--- config.mk ---
export PLATFORM = sky130hd
export DESIGN_NAME = s2c_stream_bridge
export DESIGN_NICKNAME = d
export VERILOG_FILES = /design/src/rtl/s2c_pkg.sv /design/src/rtl/s2c_word_buf.sv /design/src/rtl/s2c_stream_bridge.sv
export SDC_FILE = /design/constraint.sdc
export NUM_CORES = 1
export LEC_CHECK = 0
export ABC_AREA = 1
export CORE_AREA = 2 2 247 249
export DETAILED_ROUTE_END_ITERATION = 7
export DIE_AREA = 0 0 249 251
export PLACE_DENSITY = 0.71
export SLEW_MARGIN = 20
export SYNTH_ARGS = -nofsm -noshare
export SYNTH_HDL_FRONTEND = slang
export SYNTH_SLANG_ARGS = --single-unit
--- constraint.sdc ---
create_clock -name clk -period 8 [get_ports clk]
set_clock_uncertainty 0.15 [all_clocks]
set_input_delay 1.6 -clock clk [delete_from_list [all_inputs] [get_ports clk]]
set_output_delay 1.6 -clock clk [all_outputs]
set_load 0.005 [all_outputs]
--- src/rtl/s2c_pkg.sv ---
// Shared types and sizing for the C-to-RTL stream bridge.
// DATA_SIZE follows the fetch array size; fallback is only for standalone builds.
`ifndef S2CIF_DATA_SIZE
`define S2CIF_DATA_SIZE 16
`endif

package s2c_pkg;
  localparam int DATA_SIZE = `S2CIF_DATA_SIZE;
  localparam int WORD_W    = 32;

  typedef enum logic [1:0] {IDLE, STREAM, FIN} state_e;
  typedef enum logic [1:0] {ERR_NONE = 2'd0, ERR_RET = 2'd1, ERR_LEN = 2'd2} err_e;
endpackage

--- src/rtl/s2c_word_buf.sv ---
// DATA_SIZE x WORD_W register file: whole-packet parallel load, one indexed read.
module s2c_word_buf #(
  parameter int DATA_SIZE = 16,
  parameter int WORD_W    = 32,
  parameter int CNT_W     = $clog2(DATA_SIZE+1)
) (
  input  logic                        clk,
  input  logic                        we,
  input  logic [DATA_SIZE*WORD_W-1:0] wdata,
  input  logic [CNT_W-1:0]            raddr,
  output logic [WORD_W-1:0]           rdata
);
  localparam int AW = $clog2(DATA_SIZE);

  logic [WORD_W-1:0] mem [DATA_SIZE];

  // Contents are don't-care until loaded, so no reset on the storage.
  for (genvar i = 0; i < DATA_SIZE; i++) begin : g_word
    always_ff @(posedge clk)
      if (we) mem[i] <= wdata[i*WORD_W +: WORD_W];
  end

  // The top never presents an index beyond len-1 < DATA_SIZE.
  assign rdata = mem[raddr[AW-1:0]];
endmodule

--- src/rtl/s2c_stream_bridge.sv ---
// Latches one C-side fetch and streams its words over valid/ready,
// reporting completion (done) and rejected fetches (err/err_code).
module s2c_stream_bridge import s2c_pkg::*; #(
  parameter int DATA_SIZE = s2c_pkg::DATA_SIZE,
  parameter int WORD_W    = s2c_pkg::WORD_W,
  parameter int CNT_W     = $clog2(DATA_SIZE+1)
) (
  input  logic                        clk,
  input  logic                        rst_n,
  input  logic                        ld_valid,
  output logic                        ld_ready,
  input  logic [31:0]                 ld_ret,
  input  logic [CNT_W-1:0]            ld_len,
  input  logic [DATA_SIZE*WORD_W-1:0] ld_data,
  output logic                        out_valid,
  input  logic                        out_ready,
  output logic [WORD_W-1:0]           out_data,
  output logic [CNT_W-1:0]            out_idx,
  output logic                        out_last,
  output logic                        done,
  output logic                        err,
  output logic [1:0]                  err_code,
  output logic [31:0]                 last_ret
);
  state_e            state, state_d;
  err_e              code_q, code_d;
  logic [CNT_W-1:0]  len_q, len_d, idx_q, idx_d;
  logic [31:0]       ret_q, ret_d;
  logic              done_q, done_d, err_q, err_d;
  logic              buf_we;
  logic [WORD_W-1:0] rd_word;

  s2c_word_buf #(.DATA_SIZE(DATA_SIZE), .WORD_W(WORD_W), .CNT_W(CNT_W)) u_buf (
    .clk   (clk),
    .we    (buf_we),
    .wdata (ld_data),
    .raddr (idx_q),
    .rdata (rd_word)
  );

  always_ff @(posedge clk or negedge rst_n) begin
    if (!rst_n) begin
      state  <= IDLE;
      code_q <= ERR_NONE;
      len_q  <= '0;
      idx_q  <= '0;
      ret_q  <= '0;
      done_q <= 1'b0;
      err_q  <= 1'b0;
    end else begin
      state  <= state_d;
      code_q <= code_d;
      len_q  <= len_d;
      idx_q  <= idx_d;
      ret_q  <= ret_d;
      done_q <= done_d;
      err_q  <= err_d;
    end
  end

  always_comb begin
    state_d = state;
    code_d  = code_q;
    len_d   = len_q;
    idx_d   = idx_q;
    ret_d   = ret_q;
    done_d  = 1'b0;
    err_d   = 1'b0;
    buf_we  = 1'b0;
    case (state)
      IDLE: if (ld_valid) begin
        ret_d = ld_ret;
        // A bad ret code outranks a bad length.
        if (ld_ret != '0) begin
          err_d  = 1'b1;
          code_d = ERR_RET;
        end else if (ld_len > CNT_W'(DATA_SIZE)) begin
          err_d  = 1'b1;
          code_d = ERR_LEN;
        end else if (ld_len == '0) begin
          done_d = 1'b1;
          code_d = ERR_NONE;
        end else begin
          code_d  = ERR_NONE;
          buf_we  = 1'b1;
          len_d   = ld_len;
          idx_d   = '0;
          state_d = STREAM;
        end
      end
      STREAM: if (out_ready) begin
        if (out_last) state_d = FIN;
        else          idx_d   = idx_q + CNT_W'(1);
      end
      FIN:     state_d = IDLE;
      default: state_d = IDLE;
    endcase
  end

  assign ld_ready  = (state == IDLE);
  assign out_valid = (state == STREAM);
  assign out_last  = out_valid && (idx_q == len_q - CNT_W'(1));
  assign out_data  = out_valid ? rd_word : '0;
  assign out_idx   = idx_q;
  assign done      = done_q | (state == FIN);
  assign err       = err_q;
  assign err_code  = code_q;
  assign last_ret  = ret_q;

  // A stalled word must not change under the consumer.
  a_stall_stable: assert property (@(posedge clk) disable iff (!rst_n)
    out_valid && !out_ready |=> $stable(out_data) && $stable(out_idx) && $stable(out_last));
endmodule

==> results.py <==
metrics = {
    "status": {
        "run_status": "finished, final reports clean",
    },
    "yosys": {
        "synth.most_common_cell": "edfxtp_1",
        "yosys-top-cells-count": "edfxtp_1, nor2_1, o21ai_0",
        "postSynthCellCount": 1730,
        "synth.avg_cell_area_sq_um": 12.92,
        "ys.flop_type": "edfxtp_1",
        "syn_nets": 2287,
        "synthTopCellsByArea": "edfxtp_1, nor2_1, dfrtp_1",
        "synth_top_area_share_pct": 68.80,
        "async_flop_share_pct": 8.571,
        "ys_types": 33,
        "netlist_area_sq_um": 22350,
        "yosys_warnings": 0,
        "ys_seq_area_share_pct": 74.17,
        "synth_top_area_cell": "edfxtp_1",
        "ys_seq_elements": 560,
        "synth_edf_count": 512,
    },
    "sta": {
        "max_slew_margin_pct": 17.01,
        "layout_worst_path_cycle_share_pct": 77.35,
        "period_needed_ns": 6.188,
        "finalSetupViolCount": 0,
        "max_freq_mhz": 161.6,
        "rsz0062_at_grt": "no",
        "worst_slew_pin_slew_ns": 1.245,
        "setup_tns_ns": 0,
        "finalHoldViolCount": 0,
        "drv_slew": 0,
    },
    "power_and_ir_drop": {
        "internal_power_mw": 5.831,
        "combPwrFrac_pct": 29.3,
        "p_sw_mw": 2.805,
        "leakage_nw": 10.45,
        "p_sw_share_pct": 32.48,
        "clockPowerShare_pct": 30.6,
        "power_density_nw_per_um2": 278.5,
        "peakVddDrop_mv": 0.1607,
        "p_seq_share_pct": 40.1,
        "power.total_mw": 8.636,
    },
    "worst_setup_path": {
        "rr_endpoint": "u_buf.mem[1][21]",
        "critPathCaptureType": "primary output",
        "path_buf_inv": 3,
        "critPathTopFamily": "buffers and inverters",
        "r2r_setup_slack_ns": 3.97,
        "max_stage_delay_ns": 0.73,
        "timing.critical_path.mode_cell": "o211ai_1",
        "crit_slowest_cell": "dfrtp_4",
        "crit_required_ns": 6.25,
        "crit_chain": "inv_4 -> buf_4 -> o21ai_0 -> o211ai_1 -> o211ai_1 -> a21oi_1 -> clkdlybuf4s50_1",
        "startpoint_type": "register",
        "crit_type": "register to primary output",
        "critPathMaxFanout": 64,
        "worstReg2RegStart": "state[1]",
        "ff2ff_path_depth": 7,
        "cp_data_arrival_time_ns": 4.44,
    },
    "floorplan": {
        "rows": 90,
        "io_pins": 629,
        "die-width_um": 249,
        "die_h_um": 251,
        "core_area_sq_um": 59790,
        "dieArea_sq_um": 62500,
        "initial_core_util_pct": 37.37,
    },
    "clock_network": {
        "cts_max_level": 2,
        "cts.sinks": 560,
        "insertion_delay_ns": 0.59,
        "cts_buffers": 58,
        "cts_buffer_depth": 3,
        "root_buffer": "clkbuf_16",
        "cts_resized": 0,
        "post_cts_buffers": 0,
        "clk_pin_slew_ns": 0.06,
        "cts_tree": "done",
        "cts_hold_buf": 0,
    },
    "grt": {
        "antenna_found_initial": 31,
        "grt_max_degree": 187,
        "grt_pass1_vias": 16850,
        "grt_first_pass_wirelength_mm": 109.6,
        "grt_use_total_pct": 23.94,
        "grt_overflow_total": 0,
    },
    "placed_design": {
        "gp_congestion": 0.8894,
        "portBuffers": 628,
        "dp_hpwl_mm": 53.96,
    },
    "final_layout": {
        "layout-drive-gt1-share_pct": 5.076,
        "fin_nets": 2875,
        "synthToLayoutAreaGrowth_pct": 38.74,
    },
    "drt": {
        "post_drt_wl_per_cell_um": 24.13,
        "wl_mm": 76.46,
        "drcViolationCount": 0,
        "via_per_inst": 5.224,
        "num_vias": 16550,
        "drt_iter0_markers": 1504,
        "final_antenna_net_count": 0,
        "first_pass_iters": 6,
    },
    "worst_hold_path": {
        "hold_path_depth": 2,
        "hp-class": "register to register",
        "min-delay-start": "last_ret[31]",
        "min_to": "last_ret[31]",
    },
    "flow_run": {
        "drv_cap": 0,
    },
}
-- power groups by stage --
stage	Sequential (mW)	Clock (mW)	Combinational, mW
6_report	3.46	2.64	2.53
3_3_place_gp	3.52	0	2.52
5_1_grt	3.48	2.80	2.76
2_1_floorplan	3.40	0	1.39
3_5_place_dp	3.52	0	2.56
4_1_cts	3.46	2.69	2.57
-- registers in the layout, indices dropped and copies added, names as in the netlist --
| signal | flops |
|---|---|
| out_idx | 5 |
| state | 2 |
| u_buf.mem | 512 |
| len_q | 5 |
| err_code | 2 |
| done_q | 1 |
| err | 1 |
| last_ret | 32 |
-- cells in the final DEF (no fill, tap or decap), types with 4 or more instances in the layout --
cell type / Yosys / routed
a21oi_1: 34 / 34
buf_4: 9 / 14
bufinv_16: 0 / 4
clkbuf_1: 63 / 6
clkbuf_16: 0 / 59
clkdlybuf4s50_1: 0 / 627
clkinv_1: 0 / 13
clkinv_2: 0 / 10
clkinvlp_4: 0 / 5
dfrtp_1: 48 / 44
diode_2: 0 / 23
edfxtp_1: 512 / 512
ha_1: 4 / 4
inv_1: 13 / 13
inv_2: 6 / 5
nand2_1: 157 / 157
nand3_1: 28 / 28
nand4_1: 5 / 5
nor2_1: 360 / 360
o211ai_1: 104 / 104
o21ai_0: 237 / 237
o21ai_1: 39 / 39
o221ai_1: 24 / 24
o22ai_1: 30 / 30
-- metrics by stage --
step	std cells	util (%)	area, sq um	setup slack, ns	hold slack, ns
6_report	3169	51.85	31000	1.812	0.3265
5_1_grt	3164	51.83	30990	1.565	0.3529
4_1_cts	3146	51.75	30940	1.769	0.3327
3_5_place_dp	3040	48.65	29090	2.434	0.3162
3_3_place_gp	3040	48.65	29090	2.458	0.3125
2_1_floorplan	1730	-	22350	1.802	0.3224
-- layer usage --
layer	routed length, um	GRT usage (%)
met1	29010	29.25
met2	38060	40.81
met3	7086	6.130
met4	2232	9.229
met5	73	0
-- cells by family after synthesis --
kind of cell	synth area share, %
XOR/XNOR	0.1176
buffers and inverters	3.544
flip-flops	74.17
AND/OR/NAND/NOR	9.692
adder cells (fa/ha/maj)	0.2240
AO/OA/AOI/OAI	12.25
-- how the worst max path moves through the flow --
stage | start | endpoint | cells past startpoint
after floorplan | ld_len[1] | u_buf.mem[0][0] | 4
after global placement | out_idx[0] | out_data[10] | 6
after detailed placement | out_idx[0] | out_data[9] | 6
after CTS | out_idx[0] | out_data[9] | 6
after global routing | out_idx[1] | out_data[14] | 7
final | out_idx[1] | out_data[14] | 7
-- worst reg2reg max path, delay by kind of cell (launching register included) --
family,cells,cell delay [ns]
flops,1,0.45
simple gates,3,0.80
buf+inv,4,2.28
-- layout make-up --
type / count / area [sq um]
Inverter: 21 / 105.1
Clock buffer: 67 / 1526
Tap cell: 782 / 978.4
Sequential cell: 560 / 16590
Multi-Input combinational cell: 1033 / 4980
Antenna cell: 23 / 57.56
Clock inverter: 39 / 327.8
Timing Repair Buffer: 644 / 6441
Fill cell: 5006 / 28790
Note: power is estimated with default switching activity, not from simulation.
==> variant 1: new RTL, same flow settings <==
Set the macro `S2CIF_DATA_SIZE` to 8 (it was 16).
--- a/src/rtl/s2c_pkg.sv
+++ b/src/rtl/s2c_pkg.sv
@@ -3,3 +3,3 @@
 `ifndef S2CIF_DATA_SIZE
-`define S2CIF_DATA_SIZE 16
+`define S2CIF_DATA_SIZE 8
 `endif
Interface: changed (resized ld_data, ld_len and out_idx); port bits go from 629 to 371. The function was not compared with the original's and may differ.
==> variant 1 against the unedited design <==
Combinational power is 35% lower. Cell area down 43%. Sequential cell count is 258 lower. Routed wire length down 49%. Synthesized area fell by 46%. Setup slack better by 480 ps. Via count decreased by 45%. Power is 39% lower. Non-clock buffer count fell by 264. Critical endpoint is now out_data[27].
==> variant 1: results (changes against the unedited design) <==
[run_status]
status=complete, no violations  ; unchanged

[setup_path]
path_max_fanout=75  ; was 64
r2r_cells=4  ; was 7
crit_slowest_cell=dfrtp_4  ; unchanged
r2r_slack_ps=5370  ; was 3970 ps
r2r-start=state[1]  ; unchanged
crit_path_end=out_data[27]  ; was out_data[14]
startpoint=out_idx[0]  ; was out_idx[1]
arrival_ps=3960  ; was 4440 ps
worstReg2RegEnd=u_buf.mem[7][16]  ; was u_buf.mem[1][21]

[route]
post_drt_via_cell_ratio=4.21  ; was 5.22
first_pass_iters=5  ; was 6
wl_per_cell_um=17.7  ; was 24.1 um
drt_first_iter_violations=673  ; was 1,504

[cells_and_area]
finalNonFillerCells=2180  ; was 3,169
multi_input_gates=627  ; was 1,033
seq_share_pct=49.6  ; was 53.5%
num_antenna_cells=0  ; was 23
inv_count=23  ; was 21
fillers=5969  ; was 5,006
multi_input_area_sq_mm=0.00291  ; was 0.00498 sq mm
clock_cell_area_share_pct=6.77  ; was 5.98%
n_all_buffers=380  ; was 644
final_layout_size_suffix_gt1_share_pct=7.01  ; was 5.08%
clock_buffers=41  ; was 67
nets=1669  ; was 2,875
layout.nonclk_buf_share_pct=21.3  ; was 20.8%
largest_register_ffs=256  ; was 512

[power]
p_leak_nw=6.19  ; was 10.5 nW
ir_drop_mv=0.155  ; was 0.161 mV

[grt]
grt_max_degree=136  ; was 187
grt_pass1_vias=9590  ; was 16,900
antenna_found_initial=6  ; was 31
grt_usage_pct=12.1  ; was 23.9%
grt_pass1_wl_um=56900  ; was 110,000 um

[synth]
synth_fa_ha_area_share_pct=0.207  ; was 0.224%
ys_top_cells_by_count=edfxtp_1, nor2_1, nand2_1  ; was edfxtp_1, nor2_1, o21ai_0
synth-compound-area-share_pct=10.4  ; was 12.3%
synth_nets=1308  ; was 2,287
synthArstFlopShare_pct=15.2  ; was 8.57%
syn_area_per_cell_sq_um=12.0  ; was 12.9 sq um
yosysSeqAreaShare_pct=73.1  ; was 74.2%
synthTopCellsByArea=edfxtp_1, dfrtp_1, nor2_1, o21ai_0, nand2_1  ; was edfxtp_1, nor2_1, dfrtp_1, o21ai_0, o211ai_1
synth_top_family_by_area=simple AND/OR/NAND/NOR gates  ; was compound AO/OA/AOI/OAI gates
synth_xor_area_share_pct=0.145  ; was 0.118%
synth_enable_flop_cells=256  ; was 512

[place]
dp.cells=2114  ; was 3,040
post-place-ws_ps=2820  ; was 2430 ps
place.detailed.hpwl_um=26400  ; was 54,000 um
port_buffers=370  ; was 628
finalWeightedCongestion=0.833  ; was 0.889

[cts]
cts.sinks=302  ; was 560
cts_buffers=37  ; was 58
clkTransAtPathRegs_ps=60  ; about the same
cts-resized-gates=0  ; unchanged

[hold_path]
hp-start=last_ret[17]  ; was last_ret[31]
min_to=last_ret[17]  ; was last_ret[31]

[sta]
fin_crit_sh_pct=71.3  ; was 77.4%
slew_headroom_pct=31.9  ; was 17.0%

[variant 1: cell count changes after synthesis, moves of 35 or more]
cell      unedited run  this run
edfxtp_1           512       256
nor2_1             360       214
o211ai_1           104         0
clkbuf_1            63        28
o21ai_0            237       139
[variant 1: worst min-delay path, stage by stage, from the launching register on]
cell     delay (ps)
dfrtp_1         330
nand2_1          50
nand2_1          60
[variant 1: metal layers]
layer | wire, um | vias up | GRT usage [%]
met5 | 63 | - | 0
met4 | 1360 | 10 | 4.85
met3 | 3090 | 97 | 3.37
met2 | 17900 | 428 | 19.6
met1 | 16200 | 4358 | 15.2
li1 | - | 4290 | -
[variant 1: power by group]
group | switching, W | internal (W)
Clock | 0.000689 | 0.000987
Sequential | 0.000106 | 0.00180
Combinational | 0.000879 | 0.000770
[variant 1: per-stage QoR]
step                cell area [sq um]  hold WS, ps
finish                          17800          329
global route                    17800          349
CTS                             17800          331
detailed placement              16600          318
global placement                16600          311
floorplan                       12100          322
==> variant 2: new RTL, same flow settings <==
Made on the original files. Reset style: synchronous (`rst_n`), changed in one clocked block.
--- a/src/rtl/s2c_stream_bridge.sv
+++ b/src/rtl/s2c_stream_bridge.sv
@@ -40,3 +40,3 @@
 
-  always_ff @(posedge clk or negedge rst_n) begin
+  always_ff @(posedge clk) begin
     if (!rst_n) begin
Function: differs if rst_n is asserted again (counterexample within 4 cycles, from zero or initial values and one cycle with rst_n low); with rst_n held inactive, the same outputs for 4 cycles.
==> variant 2 against the unedited design <==
Via count increased by 0.54%. Sequential cell count increased by 4. Routed wire length decreased by 1.5%. Cell area decreased by 0.28%. Largest cell class unchanged. Setup slack improved by 190 ps. Synthesized area decreased by 1.5%. Fmax increased by 3.1%.
Power is not compared: it rests on default switching activity, and its combinational part moved more than twofold at a synthesized area within 25%.
==> variant 2: results (changes against the unedited design) <==
[cells_and_area]
final_layout_size_suffix_gt1_share_pct=5.51  ; was 5.08%
nets=2827  ; was 2,875
top_register=u_buf.mem  ; unchanged
largest_register_ffs=512  ; unchanged

[hold_path]
hp-start=last_ret[6]  ; was last_ret[31]
hold_path.class=reg -> reg  ; unchanged

[sta]
finalSetupViolCount=0  ; unchanged
whs_ps=334  ; was 326 ps
slew_headroom_pct=27.8  ; was 17.0%

[route]
first_pass_iters=6  ; unchanged
top_layer_used=met5  ; unchanged
wl_um=75300  ; was 76,500 um
route.met3.wl_um=5780  ; was 7090 um
wl_met2_um=37300  ; was 38,100 um
drt_first_iter_violations=1663  ; was 1,504
post_drt_via_cell_ratio=5.34  ; was 5.22
m1WireLength_um=29800  ; was 29,000 um

[power]
p_leak_nw=10.1
ir_drop_mv=0.175

[place]
place.detailed.hpwl_um=52100  ; was 54,000 um
port_buffers=628  ; unchanged
place_area_sq_mm=0.0289  ; was 0.0291 sq mm
finalWeightedCongestion=0.900  ; was 0.889

[setup_path]
slowest_delay_ps=770  ; was 730 ps
arrival_ps=4250  ; was 4440 ps
path_max_fanout=170  ; was 64
crit_slowest_cell=inv_8  ; was dfrtp_4
startpoint_type=flop  ; unchanged
r2r_slack_ps=4550  ; was 3970 ps
r2r-start=state[0]  ; was state[1]

[synth]
synthTopCellsByArea=edfxtp_1, nor2_1, o21ai_0, dfxtp_1, o221ai_1  ; was edfxtp_1, nor2_1, dfrtp_1, o21ai_0, o211ai_1
yosysWarnings=0  ; unchanged
synth_xor_area_share_pct=0.0398  ; was 0.118%
synth_enable_flop_cells=512  ; unchanged
synth_nets=2240  ; was 2,287
synth-compound-area-share_pct=13.9  ; was 12.3%
synthMuxAreaShare_pct=0  ; unchanged
ys_top_cells_by_count=edfxtp_1, nor2_1, o21ai_0  ; unchanged
synthArstFlopShare_pct=0  ; was 8.57%
synth_fa_ha_area_share_pct=0.227  ; was 0.224%
yosysSeqAreaShare_pct=74.6  ; was 74.2%
ys_types=34  ; was 33

[grt]
grt_pass1_vias=16600  ; was 16,900
grt_pass1_wl_um=107000  ; was 110,000 um
grt_max_degree=171  ; was 187
grt_usage_pct=23.1  ; was 23.9%
grt_use_met3_pct=4.59  ; was 6.13%
antenna_found_initial=18  ; was 31
use_met2_pct=38.8  ; was 40.8%
met1_usage_pct=29.9  ; was 29.2%

[cts]
cts_buffers=60  ; was 58
root_buffer=clkbuf_16  ; unchanged
clk_latency_ps=620  ; was 590 ps
clkTransAtPathRegs_ps=60  ; about the same
postCtsSetupBuffers=0  ; unchanged
cts-resized-gates=0  ; unchanged
htreeDepth=2  ; unchanged
clock_path_buffers=3  ; unchanged

[run_status]
status=complete, no violations  ; unchanged

variant 2: cell count changes in the layout (fill, tap and decap cells not counted), moves of 8 or more:
cell,delta
nand2_1,-108
o211ai_1,-63
o221ai_1,+63
dfxtp_1,+48
dfrtp_1,-44
o21ai_0,+22
o22ai_1,+11
clkbuf_1,+8
diode_2,-8
variant 2: through the flow:
stage	power (W)	setup slack (ps)	cells	setup TNS [ps]
floorplan	0.00353	-2490	1683	-1276740
global placement	0.00398	2750	2990	0
detailed placement	0.00399	2730	2990	0
CTS	0.00675	2040	3103	0
global route	0.00691	1740	3117	0
finish	0.00670	2000	3118	0
variant 2: cells by family (layout without fill, tap and decap cells):
| group | count (synthesis) | in the layout |
|---|---|---|
| AOI/OAI and AO/OA | 511 | 511 |
| xor gates and xnor gates | 1 | 1 |
| other | 0 | 15 |
| DFF | 564 | 564 |
| adders and majority gates | 4 | 4 |
| buffers and inverters | 142 | 780 |
| and+or+nand+nor | 461 | 461 |
variant 2: final cells by class:
class | count | area [sq um]
fill | 4998 | 28900
sequential | 564 | 16400
timing repair buffer | 643 | 6450
multi-input combinational | 977 | 4960
clock buffer | 76 | 1600
tap | 782 | 978
clock inverter | 37 | 353
inverter | 24 | 104
antenna | 15 | 37.5
variant 2: critical path: cells and delay by family (launching register included):
family	cells	cell delay, ps
flops	1	590
buf+inv	3	1940
compound gates	4	820
variant 2: path summary, 6_finish.rpt:
check	cells past startpoint	to
setup / recovery	7	out_data[1]
hold / removal	2	last_ret[6]
hold reg to reg	2	last_ret[6]
setup reg to reg	6	u_buf.mem[3][5]
variant 2: power by group:
| part | switching, W | internal [W] | total (W) |
|---|---|---|---|
| clock | 0.00117 | 0.00161 | 0.00278 |
| combinational | 0.000309 | 0.000363 | 0.000672 |
| sequential | 0.0000288 | 0.00323 | 0.00326 |
